**src/rtl/pipe_stage_buf_pkg.sv**
```systemverilog
// Shared defaults and stage-state encoding for the pipeline stage buffer.
package pipe_stage_buf_pkg;

  localparam int unsigned DATA_W_DEF = 128;
  localparam int unsigned EXC_W_DEF  = 5;
  localparam int unsigned CNT_W_DEF  = 16;

  localparam logic [EXC_W_DEF-1:0]  EC_NONE_DEF = '0;
  localparam logic [DATA_W_DEF-1:0] NOP_DEF     = '0;

  typedef enum logic [1:0] {
    ST_EMPTY = 2'b00,
    ST_ONE   = 2'b01,
    ST_TWO   = 2'b10
  } stage_state_e;

endpackage

```
**src/rtl/pipe_entry_reg.sv**
```systemverilog
// {data, exc} register: load on ld_i, synchronous clear-to-NOP on clr_i (clear wins).
// Single-cycle update; no flow control of its own.
module pipe_entry_reg #(
  parameter int unsigned           DATA_W    = 128,
  parameter int unsigned           EXC_W     = 5,
  parameter logic [DATA_W-1:0]     NOP_VALUE = '0,
  parameter logic [EXC_W-1:0]      EC_NONE   = '0
) (
  input  logic              clk_i,
  input  logic              rst_i,
  input  logic              clr_i,
  input  logic              ld_i,
  input  logic [DATA_W-1:0] data_i,
  input  logic [EXC_W-1:0]  exc_i,
  output logic [DATA_W-1:0] data_o,
  output logic [EXC_W-1:0]  exc_o
);

  logic [DATA_W-1:0] data_q, data_d;
  logic [EXC_W-1:0]  exc_q,  exc_d;

  always_comb begin
    data_d = data_q;
    exc_d  = exc_q;
    if (clr_i) begin
      data_d = NOP_VALUE;
      exc_d  = EC_NONE;
    end else if (ld_i) begin
      data_d = data_i;
      exc_d  = exc_i;
    end
  end

  always_ff @(posedge clk_i or posedge rst_i) begin
    if (rst_i) begin
      data_q <= NOP_VALUE;
      exc_q  <= EC_NONE;
    end else begin
      data_q <= data_d;
      exc_q  <= exc_d;
    end
  end

  assign data_o = data_q;
  assign exc_o  = exc_q;

endmodule

```
**src/rtl/pipe_stage_buf.sv**
```systemverilog
// Inter-stage buffer with 2-entry skid, 1-cycle latency, full throughput.
// in_ready decodes from state only, so downstream stalls never reach upstream combinationally.
module pipe_stage_buf
  import pipe_stage_buf_pkg::*;
#(
  parameter int unsigned       DATA_W    = DATA_W_DEF,
  parameter int unsigned       EXC_W     = EXC_W_DEF,
  parameter logic [EXC_W-1:0]  EC_NONE   = EXC_W'(EC_NONE_DEF),
  parameter logic [DATA_W-1:0] NOP_VALUE = DATA_W'(NOP_DEF),
  parameter int unsigned       CNT_W     = CNT_W_DEF
) (
  input  logic              cpu_clk_75M,
  input  logic              cpu_rst,
  input  logic              in_valid,
  output logic              in_ready,
  input  logic [DATA_W-1:0] in_data,
  input  logic [EXC_W-1:0]  in_exc_code,
  output logic              out_valid,
  input  logic              out_ready,
  output logic [DATA_W-1:0] out_data,
  output logic [EXC_W-1:0]  out_exc_code,
  output logic              exc_pending,
  input  logic              flush,
  input  logic              cnt_clr,
  output logic [CNT_W-1:0]  bp_cnt
);

  localparam logic [CNT_W-1:0] CNT_MAX = '1;

  stage_state_e      state_q, state_d;
  logic [CNT_W-1:0]  cnt_q, cnt_d;
  logic              in_fire, out_fire;
  logic              main_ld, main_clr, main_from_skid, skid_ld, skid_clr;
  logic [DATA_W-1:0] main_data, skid_data, main_in_data;
  logic [EXC_W-1:0]  main_exc, skid_exc, main_in_exc;

  assign in_ready  = (state_q != ST_TWO);
  assign out_valid = (state_q != ST_EMPTY);
  assign in_fire   = in_valid & in_ready;
  assign out_fire  = out_valid & out_ready;

  always_comb begin
    state_d        = state_q;
    main_ld        = 1'b0;
    main_clr       = 1'b0;
    main_from_skid = 1'b0;
    skid_ld        = 1'b0;
    skid_clr       = 1'b0;
    if (flush) begin
      state_d  = ST_EMPTY;
      main_clr = 1'b1;
      skid_clr = 1'b1;
    end else begin
      unique case (state_q)
        ST_EMPTY: begin
          if (in_fire) begin
            state_d = ST_ONE;
            main_ld = 1'b1;
          end
        end
        ST_ONE: begin
          if (in_fire && out_fire) begin
            main_ld = 1'b1;
          end else if (in_fire) begin
            state_d = ST_TWO;
            skid_ld = 1'b1;
          end else if (out_fire) begin
            state_d  = ST_EMPTY;
            main_clr = 1'b1;
          end
        end
        ST_TWO: begin
          // Skid drains into main so it can never overtake the head entry.
          if (out_fire) begin
            state_d        = ST_ONE;
            main_ld        = 1'b1;
            main_from_skid = 1'b1;
            skid_clr       = 1'b1;
          end
        end
        default: state_d = ST_EMPTY;
      endcase
    end
  end

  assign main_in_data = main_from_skid ? skid_data : in_data;
  assign main_in_exc  = main_from_skid ? skid_exc  : in_exc_code;

  pipe_entry_reg #(
    .DATA_W(DATA_W), .EXC_W(EXC_W), .NOP_VALUE(NOP_VALUE), .EC_NONE(EC_NONE)
  ) u_main (
    .clk_i(cpu_clk_75M), .rst_i(cpu_rst), .clr_i(main_clr), .ld_i(main_ld),
    .data_i(main_in_data), .exc_i(main_in_exc), .data_o(main_data), .exc_o(main_exc)
  );

  pipe_entry_reg #(
    .DATA_W(DATA_W), .EXC_W(EXC_W), .NOP_VALUE(NOP_VALUE), .EC_NONE(EC_NONE)
  ) u_skid (
    .clk_i(cpu_clk_75M), .rst_i(cpu_rst), .clr_i(skid_clr), .ld_i(skid_ld),
    .data_i(in_data), .exc_i(in_exc_code), .data_o(skid_data), .exc_o(skid_exc)
  );

  always_comb begin
    cnt_d = cnt_q;
    if (cnt_clr) begin
      cnt_d = '0;
    end else if (out_valid && !out_ready && !flush && (cnt_q != CNT_MAX)) begin
      cnt_d = cnt_q + 1'b1;
    end
  end

  always_ff @(posedge cpu_clk_75M or posedge cpu_rst) begin
    if (cpu_rst) begin
      state_q <= ST_EMPTY;
      cnt_q   <= '0;
    end else begin
      state_q <= state_d;
      cnt_q   <= cnt_d;
    end
  end

  assign out_data     = out_valid ? main_data : NOP_VALUE;
  assign out_exc_code = out_valid ? main_exc  : EC_NONE;
  assign exc_pending  = out_valid && (main_exc != EC_NONE);
  assign bp_cnt       = cnt_q;

endmodule

```
**config.mk**
```make
export PLATFORM = sky130hd
export DESIGN_NAME = pipe_stage_buf
export DESIGN_NICKNAME = d
export VERILOG_FILES = /design/src/rtl/pipe_stage_buf_pkg.sv /design/src/rtl/pipe_entry_reg.sv /design/src/rtl/pipe_stage_buf.sv
export SDC_FILE = /design/constraint.sdc
export NUM_CORES = 1
export LEC_CHECK = 0
export CORE_ASPECT_RATIO = 1.75
export CORE_MARGIN = 3
export CORE_UTILIZATION = 61
export DETAILED_ROUTE_END_ITERATION = 8
export DONT_BUFFER_PORTS = 1
export PLACE_DENSITY = 0.74
export SLEW_MARGIN = 5
export SYNTH_ARGS = -nofsm -noshare
export SYNTH_HDL_FRONTEND = slang
export SYNTH_SLANG_ARGS = --single-unit
```
**constraint.sdc**
```tcl
create_clock -name cpu_clk_75M -period 14.3 [get_ports cpu_clk_75M]
set_input_delay 2.86 -clock cpu_clk_75M [delete_from_list [all_inputs] [get_ports cpu_clk_75M]]
set_output_delay 2.86 -clock cpu_clk_75M [all_outputs]
set_load 0.05 [all_outputs]
```
---- Word level (Yosys, flattened, before mapping) ----
Index checks and enable logic that the tools add are counted.
cells by class
  $add $sub $neg .......................... 1
  eq/ne operators ......................... 8
  multiplexer cells ....................... 36
  bitwise logic cells ..................... 2
  reductions and logical operators ........ 14
operators with widths
  cell                                                              number
  128-bit two-way mux                                               6
  16-bit two-way mux                                                2
  5-bit two-way mux                                                 6
  16-bit by 1-bit adder with 16-bit output (second input constant)  1
  16-bit inequality test (second input constant)                    1
  1-bit two-way mux                                                 14
  2-bit two-way mux                                                 6
  3-bit inequality test (second input constant)                     3
  2-bit nonzero test                                                4
  2-bit case mux with 3 select lines                                1
  1-bit logical AND                                                 5
  5-bit nonzero test                                                1
  4-bit inequality test (second input constant)                     1
  4-bit AND reduction                                               1
  1-bit case mux with 3 select lines                                1
  1-bit AND                                                         2
  2-bit by 1-bit == test with 1-bit output (second input constant)  1
  2-bit == test (second input constant)                             1
  1-bit logical NOT                                                 2
  2-bit logical NOT                                                 1
  2-bit inequality test (second input constant)                     1
word-level totals
  register bits ........................... 284
  input bits .............................. 139
  output and inout port bits .............. 152
  logic and storage cells ................. 67

---- Logic depth before layout (Yosys ltp) ----
  depth in word-level cells ............... 8
  depth in mapped cells ................... 7
  mapped depth without buffers ............ 5

---- By module ----
A second synthesis with hierarchy kept.
unflattened totals
  cell total of the unflattened synthesis .. 1283
  area, all modules ....................... 14460.1 um2
by module, submodules not included
  module          instances  cells each  area an instance (um2)  sequential area each (um2)
  pipe_entry_reg  2          430         5436.5                  3328.2
  pipe_stage_buf  1          423         3587.2                  450.4

---- Least setup slack after synthesis ----
Ideal clock, no wire load.
  path kind ............................... reg-to-output
  start ................................... register state_q[0]
  end ..................................... output out_data[123]
  arrival time ............................ 2089 ps
  data required time ...................... 11440 ps
  path slack .............................. 9351 ps
  cell stages (with the launch flop) ...... 6
  buffers on the path ..................... 3
  cells stage by stage .................... dfrtp_1 > or2_1 > clkbuf_1 > clkbuf_1 > clkbuf_1 > and2_1
on the way
  cells in the longest elaborated chain, start to end .. 2
RTL lines
  element                 RTL line               text
  start, declared         pipe_stage_buf.sv:30   stage_state_e state_q, state_d;
  start signal, assigned  pipe_stage_buf.sv:117  state_q <= state_d;
  2-bit nonzero test      pipe_stage_buf.sv:38   assign out_valid = (state_q != ST_EMPTY);
  named net out_valid     pipe_stage_buf.sv:18   output logic out_valid,
  128-bit two-way mux     pipe_stage_buf.sv:122  assign out_data = out_valid ? main_data : NOP_VALUE;
  end, declared           pipe_stage_buf.sv:20   output logic [DATA_W-1:0] out_data,
The timed path passes the listed nets, and every way through them passes these cells.

---- Final worst setup path ----
  start ................................... register state_q[0]
  end ..................................... output out_data[5]
Same word-level chain as after synthesis.

==> impl_metrics.yaml <==
route:
  ant_nets: 0
  routed_wl_um: 30500
  via_count: 8376
  post_drt_wl_per_cell_um: 24.9
  first_pass_iters: 4
  via_per_inst: 6.83
  drcViolationCount: 0
  drt-initial-drc-count: 696
clock_tree:
  postCtsSetupRepairBufs: 0
  numCtsBuffers: 25
  cts_tree: "yes"
  clk_latency_ns: 0.51
  path_clk_slew_ns: 0.06
  cts-root-buf: "clkbuf_16"
  postCtsHoldBufs: 0
  cts_resized: 0
  cts_sinks: 284
  cts_max_level: 1
  clockBufferDepth: 3
sta:
  finalSetupViolations: 0
  tns_ns: 0
  hold_violations: 0
  hold_ws_ns: 0.479
  finalCritPeriodShare: 0.398
  rsz0062_at_grt: "no"
  tightestPinTransition_ns: 1.17
  slew_headroom: 0.218
  clock.fmax_mhz: 176
  slew_violations: 0
  final.min_clock_period_ns: 5.69
  skew_ns: 0.0128
die:
  initial_core_util: 0.623
  core_area_um2: 20400
  die_h_um: 197
  dieWidth_um: 115
  rows: 69
  io_pins: 291
  floorplan.die_area_um2: 22600
cells_and_area:
  area_growth_pct: 6.93
  nets: 1101
  n_antenna_cell: 0
  layout-drive-gt1-share: 0.0716
synth:
  ys_ff_latch: 284
  synth_flop_cell: "dfrtp_1"
  synth-edff-count: 0
  netlist_area_um2: 12700
  synthCells: 1014
  synth_nets: 1154
  yosysTopAreaCell: "dfrtp_1"
  ys_warn_count: 0
  synthArstFlopShare: 1.00
  synth_top_area_frac: 0.560
  ys_types: 42
  avgSynthCellArea_um2: 12.5
  synthTopCellsByArea: "dfrtp_1 (56%), mux2i_1 (11%), a22o_1 (9.2%), o2bb2ai_1 (9.2%), and2_1 (6.6%)"
  seq_area_frac_synth: 0.560
worst_setup_path:
  cpMaxStageDelayCell: "buf_4"
  worstSetupEndpointType: "output port"
  worstSetupStartpointType: "flop"
  arrival_ns: 2.83
  crit_fanout: 94
  path_cells: "or2_4 > buf_4 > and2_1"
  criticalPathCategory: "flop to output port"
  cpPeakStageDelay_ns: 0.66
  required_ns: 11.44
flow_run:
  maxCapViolations: 0
global_route:
  grt-ovfl-total: 0
  grt_first_pass_wirelength_um: 48700
  grt.total_usage: 0.266
  grt_start_max_net_pins: 126
  antenna_found_initial: 0
  grt_pass1_vias: 8804
placed_design:
  port_buffers: 0
  dp_hpwl_um: 19400
  place_congestion: 0.894
min_path:
  hold_path_class: "flop to flop"
power_and_ir_drop:
  power_density_nw_per_um2: 127
  ir_drop_mv: 0.0932
  p_leak_nw: 5.78
status:
  status: "finished clean"
==> area by class of cell <==
type | instances | area (µm²)
Sequential cell | 284 | 7110
Fill cell | 1519 | 6810
Multi-Input combinational cell | 630 | 5200
Clock buffer | 36 | 747
Tap cell | 248 | 310
Timing Repair Buffer | 14 | 105
Clock inverter | 8 | 67.6
Inverter | 6 | 30.0
==> synthesized netlist by cell type, drive strengths merged (7+ instances only) <==
master / instances
or4: 8
a22o: 133
a21oi: 11
mux2i: 134
dfrtp: 284
buf: 45
nand3: 7
and2: 133
o2bb2ai: 133
nor2: 10
clkbuf: 49
==> power by group <==
group          switching (mW)  internal, mW  total [mW]
clock network           0.286         0.380       0.665
logic                   0.146        0.0448       0.191
registers              0.0273         0.845       0.872
total                   0.459          1.27        1.73
==> kinds of logic (layout without fill, tap and decap cells) <==
group / after synthesis / after routing / synth area share
AOI/OAI and AO/OA: 297 / 297 / 0.201
DFF: 284 / 284 / 0.560
buffers and inverters: 100 / 64 / 0.0337
and+or+nand+nor: 192 / 192 / 0.0931
adders and majority gates: 1 / 1 / 0.000986
muxes: 140 / 140 / 0.111
==> path summary, 6_finish.rpt <==
kind | from | end | slack (ns) | depth (start not counted)
worst max-delay path | state_q[0] | out_data[5] | 8.61 | 3
worst min-delay path | u_main.data_o[94] | u_main.data_o[94] | 0.48 | 1
worst max register to register | state_q[0] | u_main.data_o[88] | 11.23 | 6
worst min register to register | u_main.data_o[94] | u_main.data_o[94] | 0.48 | 1
max in group asynchronous | cpu_rst | u_main.data_o[74] | 10.30 | 2
min in group asynchronous | cpu_rst | u_main.data_o[44] | 2.38 | 1
==> metal layers <==
metal / GRT usage / vias up / routed length, µm
met1: 0.352 / 4332 / 11900
met2: 0.432 / 326 / 15300
met3: 0.0719 / 56 / 2560
met5: 0 / - / 0
met4: 0.0788 / 0 / 785
li1: - / 3662 / -
==> worst max-delay path, delay by kind of cell, from the launching register on <==
kind                   cells  cell delay (ns)
buffers and inverters      1             0.66
flip-flops                 1             0.49
AND/OR/NAND/NOR            2             1.11
==> registers in the layout, indices dropped and copies added (netlist names) <==
name / count
u_skid.data_o: 128
bp_cnt: 16
state_q: 2
u_main.exc_o: 5
u_skid.exc_o: 5
u_main.data_o: 128
==> layout by cell type, fill, tap and decap left out, types with 2 or more instances in the layout <==
cell type,n
dfrtp_1,284
mux2i_1,134
o2bb2ai_1,133
a22o_1,133
and2_1,133
clkbuf_16,25
buf_4,14
a21oi_1,11
nor2_1,10
or4_1,8
clkbuf_8,8
nand3_1,7
nand2b_1,6
nand2_1,6
nor2b_1,6
mux2_2,6
clkinv_2,6
inv_1,5
o31ai_1,4
and3_1,3
a211oi_1,3
o21ai_0,3
clkbuf_1,3
a311oi_4,2
and4_1,2
nand4_1,2
o41ai_1,2
==> per-stage QoR <==
step                      cells  utilization  cell area, µm²  total power [mW]  worst slack [ns]
final                      1226        0.666           13600              1.73              8.61
after global routing       1226        0.666           13600              1.80              8.43
after detailed placement   1182        0.626           12700              1.08              9.13
after global placement     1182        0.626           12700              1.07              9.30
after CTS                  1226        0.666           13600              1.75              8.58
after floorplan            1014            -           12700              1.04              3.60
Power figures use the tool's default switching activity.
